--- config.mk ---
export PLATFORM = sky130hd
export DESIGN_NAME = mem_arbiter
export DESIGN_NICKNAME = d
export VERILOG_FILES = /design/src/rtl/mem_arb_defs.sv /design/src/rtl/mem_arb_sel.sv /design/src/rtl/mem_arbiter.sv
export SDC_FILE = /design/constraint.sdc
export NUM_CORES = 1
export LEC_CHECK = 0
export ABC_CLOCK_PERIOD_IN_PS = 1990
export CAP_MARGIN = 20
export CORE_AREA = 2 2 120 122
export DETAILED_ROUTE_END_ITERATION = 10
export DIE_AREA = 0 0 122 124
export PLACE_DENSITY = 0.57
export REMOVE_ABC_BUFFERS = 1
export SYNTH_ARGS = -nofsm -noshare
export SYNTH_HDL_FRONTEND = slang
export SYNTH_SLANG_ARGS = --single-unit
--- constraint.sdc ---
create_clock -name clk -period 1.99 [get_ports clk]
set_input_delay 0.398 -clock clk [delete_from_list [all_inputs] [get_ports clk]]
set_output_delay 0.398 -clock clk [all_outputs]
set_load 0.05 [all_outputs]
--- src/rtl/mem_arb_defs.sv ---
// Shared definitions for the memory arbiter: FSM state encodings, bus owner codes
// and the width of the fairness counter.
package mem_arb_defs;

    typedef enum logic [1:0] {
        IDLE      = 2'd0,
        INST_WAIT = 2'd1,
        DATA_WAIT = 2'd2
    } arb_state_t;

    typedef enum logic {
        OWN_INST = 1'b0,
        OWN_DATA = 1'b1
    } owner_t;

    localparam int CNT_W = 3;

endpackage

--- src/rtl/mem_arb_sel.sv ---
// Combinational grant selection: honours a pending lock, otherwise data wins, unless
// MEM_ARB_FAIR_EN is defined and inst has waited through STARVE_MAX data grants.
module mem_arb_sel
    import mem_arb_defs::*;
#(
    parameter int STARVE_MAX = 4
) (
    input  logic             inst_req,
    input  logic             data_req,
    input  logic             lock_valid,
    input  owner_t           lock_owner,
    input  logic [CNT_W-1:0] starve_cnt,
    output logic             grant_valid,
    output owner_t           grant_owner
);

    logic lock_live;

    // A lock only binds while the locked master is still asking for the bus.
    assign lock_live = lock_valid && ((lock_owner == OWN_DATA) ? data_req : inst_req);

`ifndef MEM_ARB_FAIR_EN
    logic unused_cfg;
    assign unused_cfg = ^{starve_cnt, CNT_W'(STARVE_MAX)};
`endif

    always_comb begin
        grant_valid = inst_req || data_req;
        grant_owner = OWN_INST;
        if (lock_live) begin
            grant_owner = lock_owner;
        end else if (data_req) begin
            grant_owner = OWN_DATA;
`ifdef MEM_ARB_FAIR_EN
            if (inst_req && (starve_cnt == CNT_W'(STARVE_MAX))) begin
                grant_owner = OWN_INST;
            end
`endif
        end
    end

endmodule

--- src/rtl/mem_arbiter.sv ---
// Two-master (fetch / load-store) arbiter onto one sram-like bus, one transaction
// outstanding. Optional inst starvation guard enabled by defining MEM_ARB_FAIR_EN.
module mem_arbiter
    import mem_arb_defs::*;
#(
    parameter int STARVE_MAX = 4
) (
    input  logic        clk,
    input  logic        resetn,
    input  logic        inst_req,
    input  logic        inst_wr,
    input  logic [1:0]  inst_size,
    input  logic [31:0] inst_addr,
    input  logic [31:0] inst_wdata,
    output logic        inst_addr_ok,
    output logic        inst_data_ok,
    output logic [31:0] inst_rdata,
    input  logic        data_req,
    input  logic        data_wr,
    input  logic [1:0]  data_size,
    input  logic [31:0] data_addr,
    input  logic [31:0] data_wdata,
    output logic        data_addr_ok,
    output logic        data_data_ok,
    output logic [31:0] data_rdata,
    output logic        bus_req,
    output logic        bus_wr,
    output logic [1:0]  bus_size,
    output logic [31:0] bus_addr,
    output logic [31:0] bus_wdata,
    input  logic        bus_addr_ok,
    input  logic        bus_data_ok,
    input  logic [31:0] bus_rdata
);

    arb_state_t       state_q, state_d;
    logic             lock_valid_q, lock_valid_d;
    owner_t           lock_owner_q, lock_owner_d;
    logic [CNT_W-1:0] starve_cnt;
    logic             grant_valid;
    owner_t           grant_owner;
    logic             accept;

    mem_arb_sel #(
        .STARVE_MAX (STARVE_MAX)
    ) u_sel (
        .inst_req    (inst_req),
        .data_req    (data_req),
        .lock_valid  (lock_valid_q),
        .lock_owner  (lock_owner_q),
        .starve_cnt  (starve_cnt),
        .grant_valid (grant_valid),
        .grant_owner (grant_owner)
    );

    assign accept = bus_req && bus_addr_ok;

    always_ff @(posedge clk or negedge resetn) begin
        if (!resetn) begin
            state_q      <= IDLE;
            lock_valid_q <= 1'b0;
            lock_owner_q <= OWN_INST;
        end else begin
            state_q      <= state_d;
            lock_valid_q <= lock_valid_d;
            lock_owner_q <= lock_owner_d;
        end
    end

    always_comb begin
        state_d = state_q;
        case (state_q)
            IDLE:      if (accept) state_d = (grant_owner == OWN_DATA) ? DATA_WAIT : INST_WAIT;
            INST_WAIT,
            DATA_WAIT: if (bus_data_ok) state_d = IDLE;
            default:   state_d = IDLE;
        endcase
    end

    // Refused requests pin the grant so a later higher-priority request cannot cut in.
    always_comb begin
        lock_valid_d = lock_valid_q;
        lock_owner_d = lock_owner_q;
        if (state_q == IDLE) begin
            if (!grant_valid || bus_addr_ok) begin
                lock_valid_d = 1'b0;
            end else begin
                lock_valid_d = 1'b1;
                lock_owner_d = grant_owner;
            end
        end
    end

`ifdef MEM_ARB_FAIR_EN
    logic [CNT_W-1:0] starve_cnt_q, starve_cnt_d;

    always_ff @(posedge clk or negedge resetn) begin
        if (!resetn) starve_cnt_q <= '0;
        else         starve_cnt_q <= starve_cnt_d;
    end

    always_comb begin
        starve_cnt_d = starve_cnt_q;
        if (!inst_req) begin
            starve_cnt_d = '0;
        end else if (accept) begin
            if (grant_owner == OWN_INST)                 starve_cnt_d = '0;
            else if (starve_cnt_q != {CNT_W{1'b1}})      starve_cnt_d = starve_cnt_q + 1'b1;
        end
    end

    assign starve_cnt = starve_cnt_q;
`else
    assign starve_cnt = '0;
`endif

    // Outputs are forced low while reset is held, even though most paths are combinational.
    always_comb begin
        bus_req      = 1'b0;
        bus_wr       = 1'b0;
        bus_size     = 2'b00;
        bus_addr     = 32'h0;
        bus_wdata    = 32'h0;
        inst_addr_ok = 1'b0;
        data_addr_ok = 1'b0;
        inst_data_ok = 1'b0;
        data_data_ok = 1'b0;
        inst_rdata   = 32'h0;
        data_rdata   = 32'h0;
        if (resetn) begin
            case (state_q)
                IDLE: begin
                    if (grant_valid) begin
                        bus_req = 1'b1;
                        if (grant_owner == OWN_DATA) begin
                            bus_wr       = data_wr;
                            bus_size     = data_size;
                            bus_addr     = data_addr;
                            bus_wdata    = data_wdata;
                            data_addr_ok = bus_addr_ok;
                        end else begin
                            bus_wr       = inst_wr;
                            bus_size     = inst_size;
                            bus_addr     = inst_addr;
                            bus_wdata    = inst_wdata;
                            inst_addr_ok = bus_addr_ok;
                        end
                    end
                end
                INST_WAIT: begin
                    inst_data_ok = bus_data_ok;
                    inst_rdata   = bus_data_ok ? bus_rdata : 32'h0;
                end
                DATA_WAIT: begin
                    data_data_ok = bus_data_ok;
                    data_rdata   = bus_data_ok ? bus_rdata : 32'h0;
                end
                default: ;
            endcase
        end
    end

endmodule

Yosys cells after proc, flatten, opt, wreduce, memory -nomap -nowiden
Cells that the tools add are included.
{"block": "word_totals", "reg_bits": 4, "latch_bits": 0, "ramBits": 0, "rom_bits": 0, "input_bits": 172, "out_inout_bits": 136, "elab_cells": 61, "memories": 0}
{"block": "op_classes", "add_sub_neg": 0, "multipliers": 0, "div": 0, "magnitude_cmp": 0, "eq_ne": 4, "shifts": 0, "n_mux": 44, "bitwise": 1, "n_reduce_logical": 9}
{"op": "$mux 32", "count": 13}
{"op": "$mux 1", "count": 23}
{"op": "$mux 2", "count": 7}
{"op": "$ne 2x2->1 const B", "count": 2}
{"op": "$pmux 2 s2", "count": 1}
{"op": "$reduce_and 2->1", "count": 2}
{"op": "$eq 2x1->1 const B", "count": 1}
{"op": "$eq 2x2->1 const B", "count": 1}
{"op": "$logic_and 1x1->1", "count": 2}
{"op": "$logic_not 2->1", "count": 1}
{"op": "$logic_or 1x1->1", "count": 2}
{"op": "$reduce_or 2->1", "count": 1}
{"op": "$logic_not 1->1", "count": 1}
{"op": "$not 1->1", "count": 1}

Longest topological paths before layout
Gate-level depths: netlist of the first run.
{"block": "logic_depth", "ltp_word": 7, "mapped_depth": 7}

Modules after synthesis
Synthesis of the first run repeated with hierarchy kept, for this count alone.
{"block": "unflattened", "cells_unflattened": 252, "area_unflattened_um2": 1750.4}
{"mod": "mem_arbiter", "n_inst": 1, "cells_per_inst": 249, "area_each_um2": 1732.9}
{"mod": "mem_arb_sel", "n_inst": 1, "cells_per_inst": 3, "area_each_um2": 17.5}

Worst setup path before layout of the first run
Ideal clock, no wire load.
{"block": "synth_path", "path_kind": "register to output", "startpoint": "register state_q[0]", "endpoint": "output port bus_addr[23]", "t_arrival_ps": 1974, "required_time_ps": 1592, "setup_slack_ps": -382, "path_stages_with_launch": 8, "n_path_buf": 2, "path_cell_list": "dfrtp_1 > inv_1 > ha_1 > o211a_1 > buf_4 > buf_2 > nand4_1 > o21ai_1"}
{"block": "synth_via", "elab_chain_cells": 3}
{"item": "start: declaration", "line": "mem_arbiter.sv:36", "text": "arb_state_t state_q, state_d;"}
{"item": "start signal: assignment", "line": "mem_arbiter.sv:64", "text": "state_q <= state_d;"}
{"item": "$logic_not 2->1", "line": "mem_arbiter.sv:131", "text": "case (state_q)"}
{"item": "$mux 32", "line": "mem_arbiter.sv:131"}
{"item": "$mux 32", "line": "mem_arbiter.sv:130", "text": "if (resetn) begin"}
{"item": "end: declaration", "line": "mem_arbiter.sv:29", "text": "output logic [31:0] bus_addr,"}
Every way passes these cells.

Worst setup path in the final report of the first run
{"block": "layout_path", "startpoint": "register state_q[0]", "endpoint": "output port bus_addr[9]"}
The elaborated chain is that of the path after synthesis.

==> flow_summary.html, run 1 <==
<table>
<tr><th>Metric</th><th>Value</th></tr>
<tr><th colspan="2">Status</th></tr>
<tr><td>Status</td><td>complete, but fails checks</td></tr>
<tr><td>Failing checks</td><td>setup timing</td></tr>
<tr><th colspan="2">Drt</th></tr>
<tr><td>Post-detailed-routing wire length</td><td>16100 microns</td></tr>
<tr><td>Number of design-rule violations left by the first detailed-router iteration</td><td>135</td></tr>
<tr><td>Post-route ant nets</td><td>0</td></tr>
<tr><td>Vias per std cell</td><td>4.73</td></tr>
<tr><td>Length of the first detailed-routing pass in iterations</td><td>4</td></tr>
<tr><td>Routed via count</td><td>4039</td></tr>
<tr><td>DRC violations left</td><td>0</td></tr>
<tr><td>Detailed-route wire length per cell</td><td>18.8 microns</td></tr>
<tr><th colspan="2">Place</th></tr>
<tr><td>IO Port Bufs</td><td>307</td></tr>
<tr><td>Placer congestion estimate</td><td>0.890</td></tr>
<tr><td>Inst Count DP</td><td>830</td></tr>
<tr><td>Post-detailed-placement half-perimeter wirelength</td><td>11200 microns</td></tr>
<tr><th colspan="2">STA</th></tr>
<tr><td>Final hold violations</td><td>0</td></tr>
<tr><td>RSZ-0062 raised after global routing</td><td>true</td></tr>
<tr><td>Layout Skew</td><td>0.0000944 ns</td></tr>
<tr><td>Setup slack after layout</td><td>-0.243 ns</td></tr>
<tr><td>Tightest slew margin relative to the limit</td><td>0.676</td></tr>
<tr><td>Share of the clock period used by the worst path after layout</td><td>1.12</td></tr>
<tr><td>Fmax</td><td>448 MHz</td></tr>
<tr><td>Worst slew pin tran</td><td>0.487 ns</td></tr>
<tr><td>Final count of pins violating max slew</td><td>0</td></tr>
<tr><td>Final worst hold slack</td><td>0.269 ns</td></tr>
<tr><td>Shortest clock period the worst path allows after layout</td><td>2.23 ns</td></tr>
<tr><td>Total negative slack</td><td>-23.56 ns</td></tr>
<tr><td>Count of final setup violators</td><td>136</td></tr>
<tr><th colspan="2">Floorplan</th></tr>
<tr><td>Chip Width</td><td>122 microns</td></tr>
<tr><td>Vertical die dimension</td><td>124 microns</td></tr>
<tr><td>Area of the core region</td><td>13700 sq um</td></tr>
<tr><td>Effective utilization at floorplan</td><td>0.142</td></tr>
<tr><td>Io pins</td><td>308</td></tr>
<tr><td>Die area</td><td>15100 sq um</td></tr>
<tr><td>Site Rows</td><td>43</td></tr>
<tr><th colspan="2">Worst setup path</th></tr>
<tr><td>Type of destination of the critical path</td><td>output port</td></tr>
<tr><td>Flop-to-flop setup slack</td><td>0.49 ns</td></tr>
<tr><td>Crit path max fanout</td><td>8</td></tr>
<tr><td>Nature of the critical path startpoint</td><td>flip-flop</td></tr>
<tr><td>Category of the most critical setup path</td><td>reg -&gt; out</td></tr>
<tr><td>Crit path required time</td><td>1.59 ns</td></tr>
<tr><td>Worst endpoint data arrival time</td><td>1.84 ns</td></tr>
<tr><th colspan="2">Power and ir drop</th></tr>
<tr><td>LEAKAGE</td><td>3.12 nW</td></tr>
<tr><td>PwrDens</td><td>732 nW/um^2</td></tr>
<tr><td>VDD IR-drop max</td><td>496 uV</td></tr>
<tr><th colspan="2">Yosys</th></tr>
<tr><td>Syn_area_per_cell</td><td>5.68 sq um</td></tr>
<tr><td>Synthesis warning total</td><td>0</td></tr>
<tr><td>Proportion of register bits with asynchronous set or reset after synthesis</td><td>1.00</td></tr>
<tr><td>Syn Inst Count</td><td>343</td></tr>
<tr><td>Count of cell types in the netlist</td><td>26</td></tr>
<tr><td>Main flop type after synthesis</td><td>sky130_fd_sc_hd__dfrtp_1</td></tr>
<tr><td>Total of flip-flops plus latches after synthesis</td><td>4</td></tr>
<tr><td>Share of the yosys chip area belonging to registers</td><td>0.0513</td></tr>
<tr><td>Top-area cell type share of the netlist area</td><td>0.215</td></tr>
<tr><td>Largest area contributor in the synthesized netlist</td><td>sky130_fd_sc_hd__nand4_1</td></tr>
<tr><td>Area of the mapped netlist</td><td>1950 sq um</td></tr>
<tr><td>EDFF count, synth</td><td>0</td></tr>
<tr><td>Top cells by area in the synthesized netlist</td><td>sky130_fd_sc_hd__nand4_1 22%, sky130_fd_sc_hd__and2_1 21%, sky130_fd_sc_hd__o21ai_1 17%</td></tr>
<tr><th colspan="2">Global routing</th></tr>
<tr><td>Maximum number of pins on one net before global-route repair</td><td>48</td></tr>
<tr><td>Via count of the first global-routing pass</td><td>4239</td></tr>
<tr><td>Antenna violations before repair</td><td>0</td></tr>
<tr><td>Wire length of the first global-routing pass</td><td>23500 microns</td></tr>
<tr><td>Total routing resource utilization after global routing</td><td>0.199</td></tr>
<tr><td>Total global routing overflow</td><td>0</td></tr>
<tr><th colspan="2">Clock network</th></tr>
<tr><td>CTS sink cnt</td><td>4</td></tr>
<tr><td>Clock tree from TritonCTS</td><td>built</td></tr>
<tr><td>TritonCTS Buffers</td><td>3</td></tr>
<tr><td>H-tree level count</td><td>1</td></tr>
<tr><td>Clock edge transition at the registers on the reported setup and hold paths</td><td>0.03 ns</td></tr>
<tr><td>Clock insertion delay at the later pin of the skew report</td><td>0.23 ns</td></tr>
<tr><td>Buffers from clock root to sink, at most</td><td>2</td></tr>
<tr><td>Root buf cell</td><td>sky130_fd_sc_hd__clkbuf_16</td></tr>
<tr><th colspan="2">Final layout</th></tr>
<tr><td>Non-filler instance count after layout</td><td>854</td></tr>
<tr><td>Net total in the final layout</td><td>851</td></tr>
<tr><td>Area grow syn2layout</td><td>306%</td></tr>
<tr><td>Antenna Diode Count</td><td>0</td></tr>
<tr><td>Fraction of layout instances using a drive strength above 1</td><td>0.533</td></tr>
<tr><th colspan="2">Min path</th></tr>
<tr><td>Class of the tightest hold or removal check</td><td>in -&gt; async</td></tr>
<tr><th colspan="2">Job</th></tr>
<tr><td>MaxCap Viol Count</td><td>0</td></tr>
</table>
## critical path: stages (launching register included)
cell and delay, ns:
sky130_fd_sc_hd__dfrtp_1 0.39, sky130_fd_sc_hd__inv_2 0.08, sky130_fd_sc_hd__ha_4 0.14, sky130_fd_sc_hd__o211a_4 0.18
sky130_fd_sc_hd__buf_12 0.11, sky130_fd_sc_hd__buf_12 0.14, sky130_fd_sc_hd__clkbuf_16 0.17, sky130_fd_sc_hd__nand4_1 0.10
sky130_fd_sc_hd__o21ai_2 0.12, sky130_fd_sc_hd__buf_12 0.16
## synthesized netlist by cell type, drive strengths merged (3+ instances only)
| cell | count |
|---|---|
| nand4 | 67 |
| ha | 3 |
| nand2 | 71 |
| and2 | 65 |
| o21ai | 67 |
| buf | 26 |
| o211ai | 3 |
| clkbuf | 17 |
| and3 | 4 |
| dfrtp | 4 |
| inv | 3 |
| nor2 | 3 |
## path summary, 6_finish.rpt
path	startpoint	end	cells after the start
min in group clk	lock_owner_q$_DFFE_PN0P_	lock_owner_q$_DFFE_PN0P_	2
worst max register to register	state_q[0]$_DFFE_PN0P_	state_q[0]$_DFFE_PN0P_	5
max in group asynchronous	resetn	lock_valid_q$_DFFE_PN0N_	2
worst max-delay path	state_q[0]$_DFFE_PN0P_	bus_addr[9]	9
worst min register to register	lock_owner_q$_DFFE_PN0P_	lock_owner_q$_DFFE_PN0P_	2
worst min-delay path	resetn	state_q[1]$_DFFE_PN0P_	2
## sequential cells by signal (all words and copies together), names as in the netlist
signal	count
lock_owner_q	1
state_q	2
lock_valid_q	1
## cell type report
cell class / instances / area [sq um]
fillers: 1139 / 5810
multi-input cells: 293 / 2140
clock buffers: 3 / 75.1
flip-flops and latches: 4 / 100
repair buffers: 371 / 5350
well taps: 180 / 225
inverters: 3 / 11.3
## logic make-up after synthesis
kind of cell | count (synthesis) | share of synthesized area
flip-flops | 4 | 0.0513
AO/OA/AOI/OAI | 73 | 0.196
AND/OR/NAND/NOR | 216 | 0.603
adder cells (fa/ha/maj) | 3 | 0.0193
multiplexers | 1 | 0.00578
buffers and inverters | 46 | 0.125
## metal layers
metal / part of all wire / wire length (microns) / vias up / GRT usage
li1: - / - / 1893 / -
met4: 0.021 / 342 / 0 / 0.0618
met1: 0.34 / 5470 / 1882 / 0.210
met2: 0.54 / 8690 / 235 / 0.382
met3: 0.097 / 1560 / 29 / 0.0540
met5: 0 / 0 / - / 0
## where the power goes
| part | internal [W] | total (W) | leakage, nW | switching, W |
|---|---|---|---|---|
| Combinational | 0.00263 | 0.00532 | 3.03 | 0.00269 |
| Sequential | 0.000115 | 0.000143 | 0.0513 | 0.0000278 |
| Clock | 0.000257 | 0.000322 | 0.0370 | 0.0000646 |
| Total | 0.00300 | 0.00579 | 3.12 | 0.00279 |
## layout by cell type, fill, tap and decap left out, types with 2 or more instances in the layout
cell type and instances:
sky130_fd_sc_hd__and2_4 65, sky130_fd_sc_hd__and3_4 4, sky130_fd_sc_hd__buf_12 148, sky130_fd_sc_hd__buf_16 7, sky130_fd_sc_hd__buf_4 23, sky130_fd_sc_hd__buf_6 12, sky130_fd_sc_hd__buf_8 7, sky130_fd_sc_hd__clkbuf_16 6
sky130_fd_sc_hd__clkdlybuf4s50_1 167, sky130_fd_sc_hd__dfrtp_1 4, sky130_fd_sc_hd__ha_4 3, sky130_fd_sc_hd__inv_2 2, sky130_fd_sc_hd__nand2_1 60, sky130_fd_sc_hd__nand2_2 8, sky130_fd_sc_hd__nand2_4 3, sky130_fd_sc_hd__nand3_1 2
sky130_fd_sc_hd__nand4_1 67, sky130_fd_sc_hd__nor2_1 3, sky130_fd_sc_hd__o211ai_1 3, sky130_fd_sc_hd__o21ai_2 63, sky130_fd_sc_hd__o21ai_4 3
## stage by stage
step,instance area [sq um],power (W),util,setup WS [ns]
2_1_floorplan,1720,0.00209,-,-2.34
3_3_place_gp,6820,0.00456,0.497,-0.439
3_5_place_dp,6820,0.00462,0.497,-0.475
4_1_cts,7910,0.00581,0.576,-0.247
5_1_grt,7910,0.00602,0.576,-0.325
6_report,7910,0.00579,0.576,-0.243
## repair_timing
action	in CTS	in global routing
buffers inserted	11	5
hold buffers	0	0
cloned	11	3
resized for setup	186	16
pin swaps	53	27
endpoints found under the setup margin	136	136
(Power assumes the default switching activity.)
==> inputs of run 2 (changes only) <==
- PLACE_DENSITY: 0.57 -> default
- PLACE_DENSITY_LB_ADDON: default -> 0.05
==> flow_summary.html, run 2 (synthesis gave the netlist of run 1 again) <==
<table>
<tr><th>Metric</th><th>Value</th></tr>
<tr><th colspan="2">STA</th></tr>
<tr><td>RSZ-0062 raised after global routing</td><td>true</td></tr>
<tr><td>Layout Skew</td><td>0.00144 ns (+0.00135 ns)</td></tr>
<tr><td>Setup slack after layout</td><td>-0.150 ns (+0.0935 ns)</td></tr>
<tr><td>Final hold violations</td><td>0 (unchanged)</td></tr>
<tr><td>Count of final setup violators</td><td>135 (-0.74%)</td></tr>
<tr><td>Final count of pins violating max slew</td><td>0 (unchanged)</td></tr>
<tr><td>Worst slew pin tran</td><td>0.278 ns (-0.208 ns)</td></tr>
<tr><td>Total negative slack</td><td>-12.85 ns (+10.71 ns)</td></tr>
<tr><td>Shortest clock period the worst path allows after layout</td><td>2.14 ns (-0.0935 ns)</td></tr>
<tr><td>Tightest slew margin relative to the limit</td><td>0.814 (+0.138)</td></tr>
<tr><td>Share of the clock period used by the worst path after layout</td><td>1.08 (-0.0470)</td></tr>
<tr><td>Fmax</td><td>467 MHz (+4.4%)</td></tr>
<tr><th colspan="2">Power and ir drop</th></tr>
<tr><td>Internal power summed over all cells</td><td>0.00276 W (-7.9%)</td></tr>
<tr><td>Switch share</td><td>0.487 (+0.00555)</td></tr>
<tr><td>Reported net switching power</td><td>0.00262 W (-5.8%)</td></tr>
<tr><td>VDD IR-drop max</td><td>334 uV (-33%)</td></tr>
<tr><td>Clock Power Share</td><td>0.059 (+0.003)</td></tr>
<tr><td>Part of the total power dissipated in sequential elements</td><td>0.027 (+0.002)</td></tr>
<tr><td>PwrDens</td><td>707 nW/um^2 (-3.5%)</td></tr>
<tr><td>Combinational cell fraction of total power</td><td>0.914 (-0.006)</td></tr>
<tr><td>LEAKAGE</td><td>3.00 nW (-3.9%)</td></tr>
<tr><th colspan="2">Drt</th></tr>
<tr><td>Routed via count</td><td>3843 (-4.9%)</td></tr>
<tr><td>Vias per std cell</td><td>4.56 (-3.6%)</td></tr>
<tr><td>DRC violations left</td><td>0 (unchanged)</td></tr>
<tr><td>Length of the first detailed-routing pass in iterations</td><td>4 (unchanged)</td></tr>
<tr><td>Detailed-route wire length per cell</td><td>17.5 microns (-6.8%)</td></tr>
<tr><td>Number of design-rule violations left by the first detailed-router iteration</td><td>168 (+24%)</td></tr>
<tr><td>Post-detailed-routing wire length</td><td>14800 microns (-8.0%)</td></tr>
<tr><td>Post-route ant nets</td><td>0 (unchanged)</td></tr>
<tr><th colspan="2">Final layout</th></tr>
<tr><td>Net total in the final layout</td><td>840 (-1.3%)</td></tr>
<tr><td>Most common cell after layout, fill and taps aside</td><td>sky130_fd_sc_hd__clkdlybuf4s50_1</td></tr>
<tr><td>Fraction of layout instances using a drive strength above 1</td><td>0.511 (-0.0213)</td></tr>
<tr><td>Post-route core utilization</td><td>0.556 (-0.0206)</td></tr>
<tr><td>Register containing the most flip-flops in the final layout</td><td>state_q</td></tr>
<tr><td>Antenna Diode Count</td><td>0 (unchanged)</td></tr>
<tr><td>Flip-flop count of the largest register after layout</td><td>2 (unchanged)</td></tr>
<tr><td>Commonest cells after routing, fill and taps aside</td><td>167 x sky130_fd_sc_hd__clkdlybuf4s50_1, 149 x sky130_fd_sc_hd__buf_12, 67 x sky130_fd_sc_hd__nand2_1, 67 x sky130_fd_sc_hd__nand4_1, 67 x sky130_fd_sc_hd__o21ai_2</td></tr>
<tr><td>Filler instances</td><td>1220 (+7.1%)</td></tr>
<tr><td>Largest registers</td><td>state_q (2), lock_owner_q (1), lock_valid_q (1)</td></tr>
<tr><td>Design area</td><td>7620 sq um (-3.6%)</td></tr>
<tr><td>Area grow syn2layout</td><td>291%</td></tr>
<tr><th colspan="2">Clock network</th></tr>
<tr><td>Clock tree from TritonCTS</td><td>built</td></tr>
<tr><td>Clock edge transition at the registers on the reported setup and hold paths</td><td>0.03 ns (about the same)</td></tr>
<tr><td>Buffers from clock root to sink, at most</td><td>2 (unchanged)</td></tr>
<tr><td>H-tree level count</td><td>1 (unchanged)</td></tr>
<tr><td>Clock insertion delay at the later pin of the skew report</td><td>0.23 ns (about the same)</td></tr>
<tr><td>TritonCTS Buffers</td><td>3 (unchanged)</td></tr>
<tr><td>Number of hold-repair buffers added at the cts stage</td><td>0 (unchanged)</td></tr>
<tr><td>Root buf cell</td><td>sky130_fd_sc_hd__clkbuf_16</td></tr>
<tr><td>CTS sink cnt</td><td>4 (unchanged)</td></tr>
<tr><th colspan="2">Floorplan</th></tr>
<tr><td>Site Rows</td><td>43 (unchanged)</td></tr>
<tr><td>Area of the core region</td><td>13700 sq um (unchanged)</td></tr>
<tr><td>Io pins</td><td>308 (unchanged)</td></tr>
<tr><td>Chip Width</td><td>122 microns (unchanged)</td></tr>
<tr><td>Vertical die dimension</td><td>124 microns (unchanged)</td></tr>
<tr><td>Die area</td><td>15100 sq um (unchanged)</td></tr>
<tr><td>Effective utilization at floorplan</td><td>0.142 (unchanged)</td></tr>
<tr><th colspan="2">Status</th></tr>
<tr><td>Failing checks</td><td>setup timing</td></tr>
<tr><td>Status</td><td>complete, but fails checks</td></tr>
<tr><th colspan="2">Global routing</th></tr>
<tr><td>Maximum number of pins on one net before global-route repair</td><td>58 (+21%)</td></tr>
<tr><td>Antenna violations before repair</td><td>1 (+1)</td></tr>
<tr><td>Via count of the first global-routing pass</td><td>4017 (-5.2%)</td></tr>
<tr><td>Total global routing overflow</td><td>0 (unchanged)</td></tr>
<tr><td>Wire length of the first global-routing pass</td><td>21400 microns (-8.6%)</td></tr>
<tr><td>Total routing resource utilization after global routing</td><td>0.181 (-0.0183)</td></tr>
<tr><th colspan="2">Worst setup path</th></tr>
<tr><td>Largest stage delay on the critical path</td><td>0.38 ns (about the same)</td></tr>
<tr><td>Register-to-Register Path Depth</td><td>5 (unchanged)</td></tr>
<tr><td>Nature of the critical path startpoint</td><td>flip-flop</td></tr>
<tr><td>Cell with the largest stage delay on the worst path</td><td>sky130_fd_sc_hd__dfrtp_1</td></tr>
<tr><td>Type of destination of the critical path</td><td>output port</td></tr>
<tr><td>Most used cell, CP</td><td>sky130_fd_sc_hd__buf_12</td></tr>
<tr><td>Worst endpoint data arrival time</td><td>1.74 ns (-0.10 ns)</td></tr>
<tr><td>Category of the most critical setup path</td><td>reg -&gt; out</td></tr>
<tr><td>Crit path max fanout</td><td>11 (+3)</td></tr>
<tr><td>Crit path required time</td><td>1.59 ns (about the same)</td></tr>
<tr><td>Cells along the critical path</td><td>inv_2, ha_4, o211a_4, buf_12, clkbuf_16, nand2_1, o21ai_2, buf_12</td></tr>
<tr><th colspan="2">Place</th></tr>
<tr><td>Placer congestion estimate</td><td>0.732 (-18%)</td></tr>
<tr><td>Post-detailed-placement half-perimeter wirelength</td><td>11400 microns (+1.3%)</td></tr>
<tr><td>Placed cell area</td><td>6780 sq um (-0.51%)</td></tr>
<tr><td>Worst slack at placement</td><td>-0.405 ns (+0.0693 ns)</td></tr>
<tr><td>IO Port Bufs</td><td>307 (unchanged)</td></tr>
<tr><th colspan="2">Min path</th></tr>
<tr><td>Class of the tightest hold or removal check</td><td>in -&gt; async</td></tr>
<tr><th colspan="2">Job</th></tr>
<tr><td>MaxCap Viol Count</td><td>0 (unchanged)</td></tr>
</table>
-- run 2: routing by layer --
layer / part of all wire / global-route usage
met3: 0.11 / 0.0691
met4: 0.014 / 0.0374
met1: 0.34 / 0.187
met2: 0.53 / 0.346
met5: 0.00088 / 0
-- run 2: power by group through the flow --
| stage | sequential, W | clock, W | combinational (W) |
|---|---|---|---|
| floorplan | 0.000139 | 0 | 0.00195 |
| global placement | 0.000136 | 0 | 0.00440 |
| detailed placement | 0.000140 | 0 | 0.00445 |
| CTS | 0.000146 | 0.000326 | 0.00491 |
| global route | 0.000152 | 0.000328 | 0.00517 |
| finish | 0.000146 | 0.000320 | 0.00492 |
-- run 2: worst paths after layout --
kind / start / endpoint / slack (ns)
worst min-delay path: resetn / lock_owner_q$_DFFE_PN0P_ / 0.25
worst min register to register: lock_owner_q$_DFFE_PN0P_ / lock_owner_q$_DFFE_PN0P_ / 0.55
worst max-delay path: state_q[0]$_DFFE_PN0P_ / bus_addr[23] / -0.15
worst max register to register: state_q[0]$_DFFE_PN0P_ / state_q[0]$_DFFE_PN0P_ / 0.54
max in group asynchronous: resetn / state_q[0]$_DFFE_PN0P_ / 1.63
min in group clk: lock_owner_q$_DFFE_PN0P_ / lock_owner_q$_DFFE_PN0P_ / 0.55
-- run 2: worst max-delay path: cells and delay by family (launching register included) --
| family | cells | cell delay (ns) |
|---|---|---|
| flip-flops | 1 | 0.38 |
| AND/OR/NAND/NOR | 1 | 0.07 |
| adder cells (fa/ha/maj) | 1 | 0.14 |
| AO/OA/AOI/OAI | 2 | 0.37 |
| buffers and inverters | 4 | 0.54 |
-- run 2: through the flow --
stage	total power (W)	hold WS (ns)	cells
floorplan	0.00209	0.102	300
global placement	0.00454	0.506	827
detailed placement	0.00459	0.537	827
CTS	0.00538	0.252	841
global route	0.00565	0.270	843
finish	0.00539	0.255	843
-- run 2: layout make-up --
class                   count  area (sq um)  area share
well taps                 180           225      0.0295
repair buffers            360          5140       0.674
flip-flops and latches      4           100      0.0131
inverters                   3          11.3     0.00148
multi-input cells         293          2070       0.272
clock buffers               3          75.1     0.00985
-- run 2: what timing repair did --
| action | 4_1_cts | 5_1_grt |
|---|---|---|
| setup endpoints to repair | 136 | 135 |
| gates resized for setup | 153 | 11 |
| hold endpoints to repair | 0 | 0 |
| pin swaps | 21 | 16 |
| cloned | 5 | 3 |
| setup buffers | 6 | 2 |
